==> src/rtl/l2_to_l1_msg_queue.sv <==
// l2_to_l1_msg_queue: in-order LLC-to-L1 message FIFO with duplicate coalescing and illegal-code rejection.
// Optional delivered-message statistics are built when L2L1_MSG_STATS_EN is defined.
module l2_to_l1_msg_queue #(
  parameter int ADDRESS_SIZE = 32,
  parameter int DEPTH = 8
) (
  input  logic                       clk,
  input  logic                       rst_n,
  input  logic                       msg_valid,
  output logic                       msg_ready,
  input  logic [2:0]                 msg_code,
  input  logic [ADDRESS_SIZE-1:0]    msg_addr,
  output logic                       l1_valid,
  input  logic                       l1_ready,
  output logic [2:0]                 l1_code,
  output logic [ADDRESS_SIZE-1:0]    l1_addr,
  output logic [$clog2(DEPTH+1)-1:0] count,
  output logic                       illegal_pulse,
  output logic                       dup_pulse
`ifdef L2L1_MSG_STATS_EN
  ,
  input  logic                       stat_clear,
  output logic [15:0]                stat_getline,
  output logic [15:0]                stat_sendline,
  output logic [15:0]                stat_invalidate,
  output logic [15:0]                stat_evict
`endif
);
  localparam int PW = $clog2(DEPTH);
  localparam int CW = $clog2(DEPTH+1);
  logic [2:0]              mem_code [DEPTH];
  logic [ADDRESS_SIZE-1:0] mem_addr [DEPTH];
  logic [PW-1:0]           wr_ptr, rd_ptr, tail_ptr;
  logic                    push, pop, legal, tail_live, dup, store;
  assign msg_ready = count != CW'(DEPTH);
  assign l1_valid  = count != '0;
  assign l1_code   = l1_valid ? mem_code[rd_ptr] : 3'd0;
  assign l1_addr   = l1_valid ? mem_addr[rd_ptr] : '0;
  assign push      = msg_valid && msg_ready;
  assign pop       = l1_valid && l1_ready;
  assign legal     = msg_code >= 3'd1 && msg_code <= 3'd4;
  assign tail_ptr  = wr_ptr - PW'(1);
  // The tail is gone this cycle if it is also the head being popped.
  assign tail_live = l1_valid && !(pop && count == CW'(1));
  assign dup       = push && (msg_code == 3'd3 || msg_code == 3'd4) && tail_live &&
                     mem_code[tail_ptr] == msg_code && mem_addr[tail_ptr] == msg_addr;
  assign store     = push && legal && !dup;
  always_ff @(posedge clk) begin
    if (store) begin
      mem_code[wr_ptr] <= msg_code;
      mem_addr[wr_ptr] <= msg_addr;
    end
  end
  always_ff @(posedge clk or negedge rst_n) begin
    if (!rst_n) begin
      wr_ptr        <= '0;
      rd_ptr        <= '0;
      count         <= '0;
      illegal_pulse <= 1'b0;
      dup_pulse     <= 1'b0;
    end else begin
      wr_ptr        <= store ? wr_ptr + PW'(1) : wr_ptr;
      rd_ptr        <= pop ? rd_ptr + PW'(1) : rd_ptr;
      count         <= (store && !pop) ? count + CW'(1) : (!store && pop) ? count - CW'(1) : count;
      illegal_pulse <= push && !legal;
      dup_pulse     <= dup;
    end
  end
`ifdef L2L1_MSG_STATS_EN
  logic [15:0] stat_cnt [4];
  always_ff @(posedge clk or negedge rst_n) begin
    if (!rst_n) begin
      for (int i = 0; i < 4; i++) stat_cnt[i] <= '0;
    end else if (stat_clear) begin
      for (int i = 0; i < 4; i++) stat_cnt[i] <= '0;
    end else begin
      for (int i = 0; i < 4; i++)
        if (pop && l1_code == 3'(i + 1) && stat_cnt[i] != 16'hFFFF) stat_cnt[i] <= stat_cnt[i] + 16'd1;
    end
  end
  assign stat_getline    = stat_cnt[0];
  assign stat_sendline   = stat_cnt[1];
  assign stat_invalidate = stat_cnt[2];
  assign stat_evict      = stat_cnt[3];
`endif
endmodule

==> config.mk <==
export PLATFORM = sky130hd
export DESIGN_NAME = l2_to_l1_msg_queue
export DESIGN_NICKNAME = d
export VERILOG_FILES = /design/src/rtl/l2_to_l1_msg_queue.sv
export SDC_FILE = /design/constraint.sdc
export NUM_CORES = 1
export LEC_CHECK = 0
export BUFFER_PORTS_ARGS = -buffer_cell sky130_fd_sc_hd__buf_2
export CAP_MARGIN = 20
export CORE_ASPECT_RATIO = 0.8
export CORE_MARGIN = 8
export CORE_UTILIZATION = 55
export CTS_CLUSTER_DIAMETER = 100
export DETAILED_ROUTE_END_ITERATION = 10
export HOLD_SLACK_MARGIN = 0.05
export PLACE_DENSITY = 0.73
export RECOVER_POWER = 50
export SYNTH_ARGS = -nofsm -noshare
export SYNTH_HDL_FRONTEND = slang
export SYNTH_SLANG_ARGS = --single-unit
export TNS_END_PERCENT = 20
==> constraint.sdc <==
create_clock -name clk -period 21.8 [get_ports clk]
set_input_delay 2.18 -clock clk [delete_from_list [all_inputs] [get_ports clk]]
set_output_delay 2.18 -clock clk [all_outputs]
set_load 0.03 [all_outputs]
## After elaboration in Yosys (flattened, before gate mapping)

Memories as Yosys holds them, arrays and structs flattened.
Index checks and enable logic that the tools add are counted.

| operators by class | value |
|---|---|
| add/subtract/negate cells | 5 |
| magnitude comparators | 2 |
| equal/unequal tests | 6 |
| multiplexer cells | 6 |
| reductions and logical operators | 22 |

Operators by type and width:

| cell | count |
|---|---|
| == test 32 bit | 1 |
| 2-to-1 mux 32 bit | 1 |
| logical AND 1 bit | 14 |
| 2-to-1 mux 4 bit | 2 |
| adder 3 x 1 -> 3 bit (second input constant) | 2 |
| zero test 1 bit | 5 |
| adder 4 x 1 -> 4 bit (second input constant) | 1 |
| == test 4 x 1 -> 1 bit (second input constant) | 1 |
| != test 4 bit (second input constant) | 1 |
| nonzero test 4 bit | 1 |
| subtractor 4 x 1 -> 4 bit (second input constant) | 1 |
| == test 3 x 2 -> 1 bit (second input constant) | 1 |
| == test 3 bit | 1 |
| == test 3 bit (second input constant) | 1 |
| greater-or-equal comparator 3 x 1 -> 1 bit (second input constant) | 1 |
| <= comparator 3 bit (second input constant) | 1 |
| 2-to-1 mux 3 bit | 1 |
| subtractor 3 x 1 -> 3 bit (second input constant) | 1 |
| 2-to-1 mux 1 bit | 2 |
| nonzero test 2 bit | 1 |
| logical OR 1 bit | 1 |

| storage, ports and cells | value |
|---|---|
| register bits | 12 |
| bits in writable memories | 280 |
| output and inout bits | 43 |
| logic and storage cells | 48 |
| memories | 2 |

Memory list:

| memory | words | bits a word | rd ports | clocked after memory_dff | write ports | RTL line | text |
|---|---|---|---|---|---|---|---|
| mem_addr | 8 | 32 | 2 | 0 | 1 | 32 | `logic [ADDRESS_SIZE-1:0] mem_addr [DEPTH];` |
| mem_code | 8 | 3 | 2 | 0 | 1 | 31 | `logic [2:0] mem_code [DEPTH];` |

## Depth between registers and ports, before layout

| logic depth | value |
|---|---|
| depth after elaboration | 14 |
| depth in mapped cells | 19 |

## Worst setup path before layout

Ideal clock, no wire load.

| timing | value |
|---|---|
| path type | input-to-reg |
| start point | input port msg_code[0] |
| end point | memory mem_addr[1][0], enable pin |
| arrival time | 7.073 ns |
| data required time | 21.272 ns |
| setup slack | 14.199 ns |
| cell stages on the path | 9 |
| path buffers | 1 |
| cell sequence | clkbuf_1 -> o21ai_0 -> and3b_1 -> o2111a_1 -> o221ai_1 -> nand4b_1 -> nor4_4 -> a21oi_2 -> nor4b_1 |

| on the way | value |
|---|---|
| word-level cells in the longest chain between the ends | 10 |
| elaborated cells between the ends (all ways) | 16 |

Ends and longest elaborated chain:

| item | RTL line | text |
|---|---|---|
| start: declaration | 11 | `input logic [2:0] msg_code,` |
| == test 3 x 2 -> 1 bit or == test 3 bit (tied branches) | 45 | `assign dup = push && (msg_code == 3'd3 \|\| msg_code == 3'd4) && tail_live &&` |
| logical OR 1 bit | 45 |  |
| logical AND 1 bit (3 in a row) | 45 |  |
| logical AND 1 bit | 46 | `mem_code[tail_ptr] == msg_code && mem_addr[tail_ptr] == msg_addr;` |
| zero test 1 bit | 47 | `assign store = push && legal && !dup;` |
| logical AND 1 bit (*) | 47 |  |
| named net store | 34 | `logic push, pop, legal, tail_live, dup, store;` |
| 2-to-1 mux 1 bit (*) | 49 | `if (store) begin` |
| 2-to-1 mux 1 bit (implied by the code) (*) | 51 | `mem_addr[wr_ptr] <= msg_addr;` |
| end: declaration | 32 |  |

Mark *: on every way through the listed nets, which the timed path passes. The rest lies on a longest branch.

## Worst setup path in the final report

| timing | value |
|---|---|
| start point | register rd_ptr[1] |
| end point | output port l1_addr[24] |

| on the way | value |
|---|---|
| word-level cells in the longest chain between the ends | 2 |

Ends and longest elaborated chain:

| item | RTL line | text |
|---|---|---|
| start: declaration | 33 | `logic [PW-1:0] wr_ptr, rd_ptr, tail_ptr;` |
| start signal: assignment | 63 | `rd_ptr <= pop ? rd_ptr + PW'(1) : rd_ptr;` |
| memory (8 x 32 bit) | -- |  |
| 2-to-1 mux 32 bit | 38 | `assign l1_addr = l1_valid ? mem_addr[rd_ptr] : '0;` |
| end: declaration | 16 | `output logic [ADDRESS_SIZE-1:0] l1_addr,` |

No other way between the ends.

==> results.ini <==
[synthesis]
ys_ff_latch=292
yosysUniqueCellTypes=53
synth-edff-count=280
syn_avg_cell_area_um2=17.7
synth_top_flop_cell=edfxtp_1
async_reset_ff_frac=0.0411
synth_warnings=0
synth_cells=816
synth_area_um2=14400
ys_seq_area_frac=0.604
synth_fp_nets=862

[worst_setup_path]
critPathLaunch=rd_ptr[1]
reg2reg_to=mem_code[6][0]
r2r_cells=12
startpoint_type=flip-flop
cp-end-kind=output port
r2r_slack_ns=15.86
worst_ep_arrival_time_ns=4.28
cp_slowest_cell=dfrtp_1
crit_type=flip-flop to output port
cp_top_family=flip-flops
critPathBufInv=2
crit_required_ns=19.62
crit_chain=buf_4 -> mux4_2 -> mux2i_1 -> nor2_1 -> buf_2
r2r_start=wr_ptr[0]
worstPathMaxFanout=44
slowest_delay_ns=1.54

[grt]
grt_usage=0.216
overflow=0
grt_pass1_wl_um=52000
grt_pass1_vias=8199
grt_max_degree=61
antenna_found_initial=1

[timing]
max_freq_mhz=155
timing.slew.headroom=-0.194
fin_crit_sh=0.296
final_hold_viol_count=0
finalSetupTns_ns=0
period_needed_ns=6.46
tightestPinTransition_ns=1.79
skew_ns=0.0151
drv_slew=30
setup_viol=0
rsz0062_at_grt=no

[status]
status=complete, but fails checks
violations=capacitance limit, slew limit

[floorplanning]
initial_utilization=0.554
io-pin-count=82
die-area_um2=31700
die_w_um=197
core_um2=26100
die_h_um=161
core.rowCount=53

[detailed_routing]
viasPerCell=6.28
drc=0
post_drt_wl_per_cell_um=26.7
vias=7981
ant_nets=0
drt_iter0_drc=844
routed_wl_um=33900
dr.pass1.iters=5

[worst_hold_path]
hold_end=rd_ptr[2]
min-delay-start=rd_ptr[2]
hold_depth=1
min_path_type=flip-flop to flip-flop

[pwr]
switching_share=0.405
clockPowerShare=0.191
comb_power_share=0.514
peakVddDrop_uv=99.1
switchingPower_w=0.00102
seqPwrFrac=0.294
p_int_w=0.00149
p_leak_nw=5.27
power_density_nw_per_um2=156

[clocking]
path_clk_slew_ns=0.06
postCtsSetupBuffers=0
root_buffer=clkbuf_16
cts_buffers=29
cts.sinks=292
cts_resized=0
hold_buffers=0
clock_path_buffers=3
insertion_delay_ns=0.55
cts_tree=built
htreeDepth=1

[placement]
dp_hpwl_um=20800
portBuffers=81
gp_congestion=0.833

[layout]
synthToLayoutAreaGrowth_pct=11.4
fillerInstances=1917
fin_nets=938
drive_above_1_share=0.269
diodes=0
fin_util=0.617

[job]
drv_cap=1

power groups by stage:
stage	Clock (W)	Sequential, W	Combinational (W)
after detailed placement	0	0.000753	0.00130
after global placement	0	0.000751	0.00130
after floorplan	0	0.000707	0.00102
after CTS	0.000488	0.000741	0.00131
final	0.000479	0.000739	0.00129
after global routing	0.000506	0.000749	0.00139
worst max path at each step:
stage / to / slack (ns) / cells after the start
after floorplan: mem_addr[1][0] / 14.20 / 9
after global placement: mem_addr[3][18] / 15.94 / 11
after detailed placement: mem_addr[3][19] / 15.80 / 11
after CTS: mem_addr[3][20] / 15.80 / 11
after global routing: l1_addr[24] / 14.93 / 5
final: l1_addr[24] / 15.34 / 5
cell type report:
cell class                 count  area [µm²]  area share
sequential                   292        8720       0.542
multi-input combinational    462        5470       0.341
clock inverter                13        97.6     0.00607
clock buffer                  40         817      0.0508
timing repair buffer         100         492      0.0306
inverter                       7        26.3     0.00164
tap                          357         447      0.0278
Yosys cell counts, drive strengths merged, types with 5 or more instances:
library cell,count,area [µm²]
buf,36,195
mux2,12,143
clkbuf,19,71.3
nor3b,19,143
xnor2,42,375
o21ai,6,30.0
mux2i,62,621
edfxtp,280,8410
ha,7,87.6
xor2,27,255
dfrtp,12,300
mux4,127,2870
nand3b,13,97.6
inv,7,26.3
nand4,8,50.1
nand2,19,71.3
nand3,12,60.1
nor2,50,188
a21oi,5,28.8
nor3,13,65.1
metal layers:
layer / GRT usage / vias up / wire length, µm
met5: 0 / - / 13
met4: 0.0543 / 2 / 754
met3: 0.0391 / 57 / 2430
met2: 0.333 / 337 / 15900
met1: 0.315 / 4099 / 14800
li1: - / 3486 / -
registers in the layout (all words and copies together) (netlist names):
| signal | count |
|---|---|
| dup_pulse | 1 |
| mem_code | 24 |
| wr_ptr | 3 |
| count | 4 |
| illegal_pulse | 1 |
| rd_ptr | 3 |
| mem_addr | 256 |
stage by stage:
step	worst slack (ns)	hold slack (ns)	std cells	instance area, µm²	total power, W
after floorplan	14.20	0.577	816	14400	0.00172
after global placement	15.94	0.563	1217	15200	0.00205
after detailed placement	15.80	0.567	1217	15200	0.00206
after CTS	15.80	0.577	1270	16100	0.00254
after global routing	14.93	0.609	1271	16100	0.00264
final	15.34	0.577	1271	16100	0.00251
worst register-to-register path: cells and delay by family (launching register included):
family / cells / cell delay, ns
compound gates: 3 / 0.79
xor+xnor: 1 / 0.19
fa+ha+maj: 1 / 0.93
buf+inv: 3 / 1.61
flops: 1 / 0.80
mux: 2 / 0.64
simple gates: 2 / 0.59
placed cells by master (no fill, tap or decap), types with 3 or more instances in the layout:
| cell type | n |
|---|---|
| nand4_1 | 8 |
| clkbuf_8 | 5 |
| nor3_1 | 13 |
| clkbuf_16 | 29 |
| buf_2 | 29 |
| clkbuf_1 | 59 |
| buf_4 | 17 |
| dfrtp_1 | 9 |
| mux2_2 | 10 |
| o21ai_0 | 5 |
| xor2_1 | 26 |
| o2111ai_1 | 4 |
| mux4_2 | 125 |
| xnor2_1 | 41 |
| nor3b_1 | 17 |
| o221ai_1 | 3 |
| inv_1 | 7 |
| clkinv_1 | 4 |
| clkinv_2 | 4 |
| nand2_1 | 19 |
| ha_1 | 6 |
| edfxtp_1 | 280 |
| mux2i_1 | 62 |
| nand3b_1 | 13 |
| nand3_1 | 12 |
| and3_2 | 3 |
| a21oi_1 | 4 |
| nor2_1 | 50 |
cells by family after synthesis:
family                     synth area share
and+or+nand+nor                      0.0580
adders and majority gates           0.00607
xor gates and xnor gates             0.0437
AOI/OAI and AO/OA                    0.0166
muxes                                 0.252
buffers and inverters                0.0203
DFF                                   0.604
Note: power is estimated with default switching activity, not from simulation.
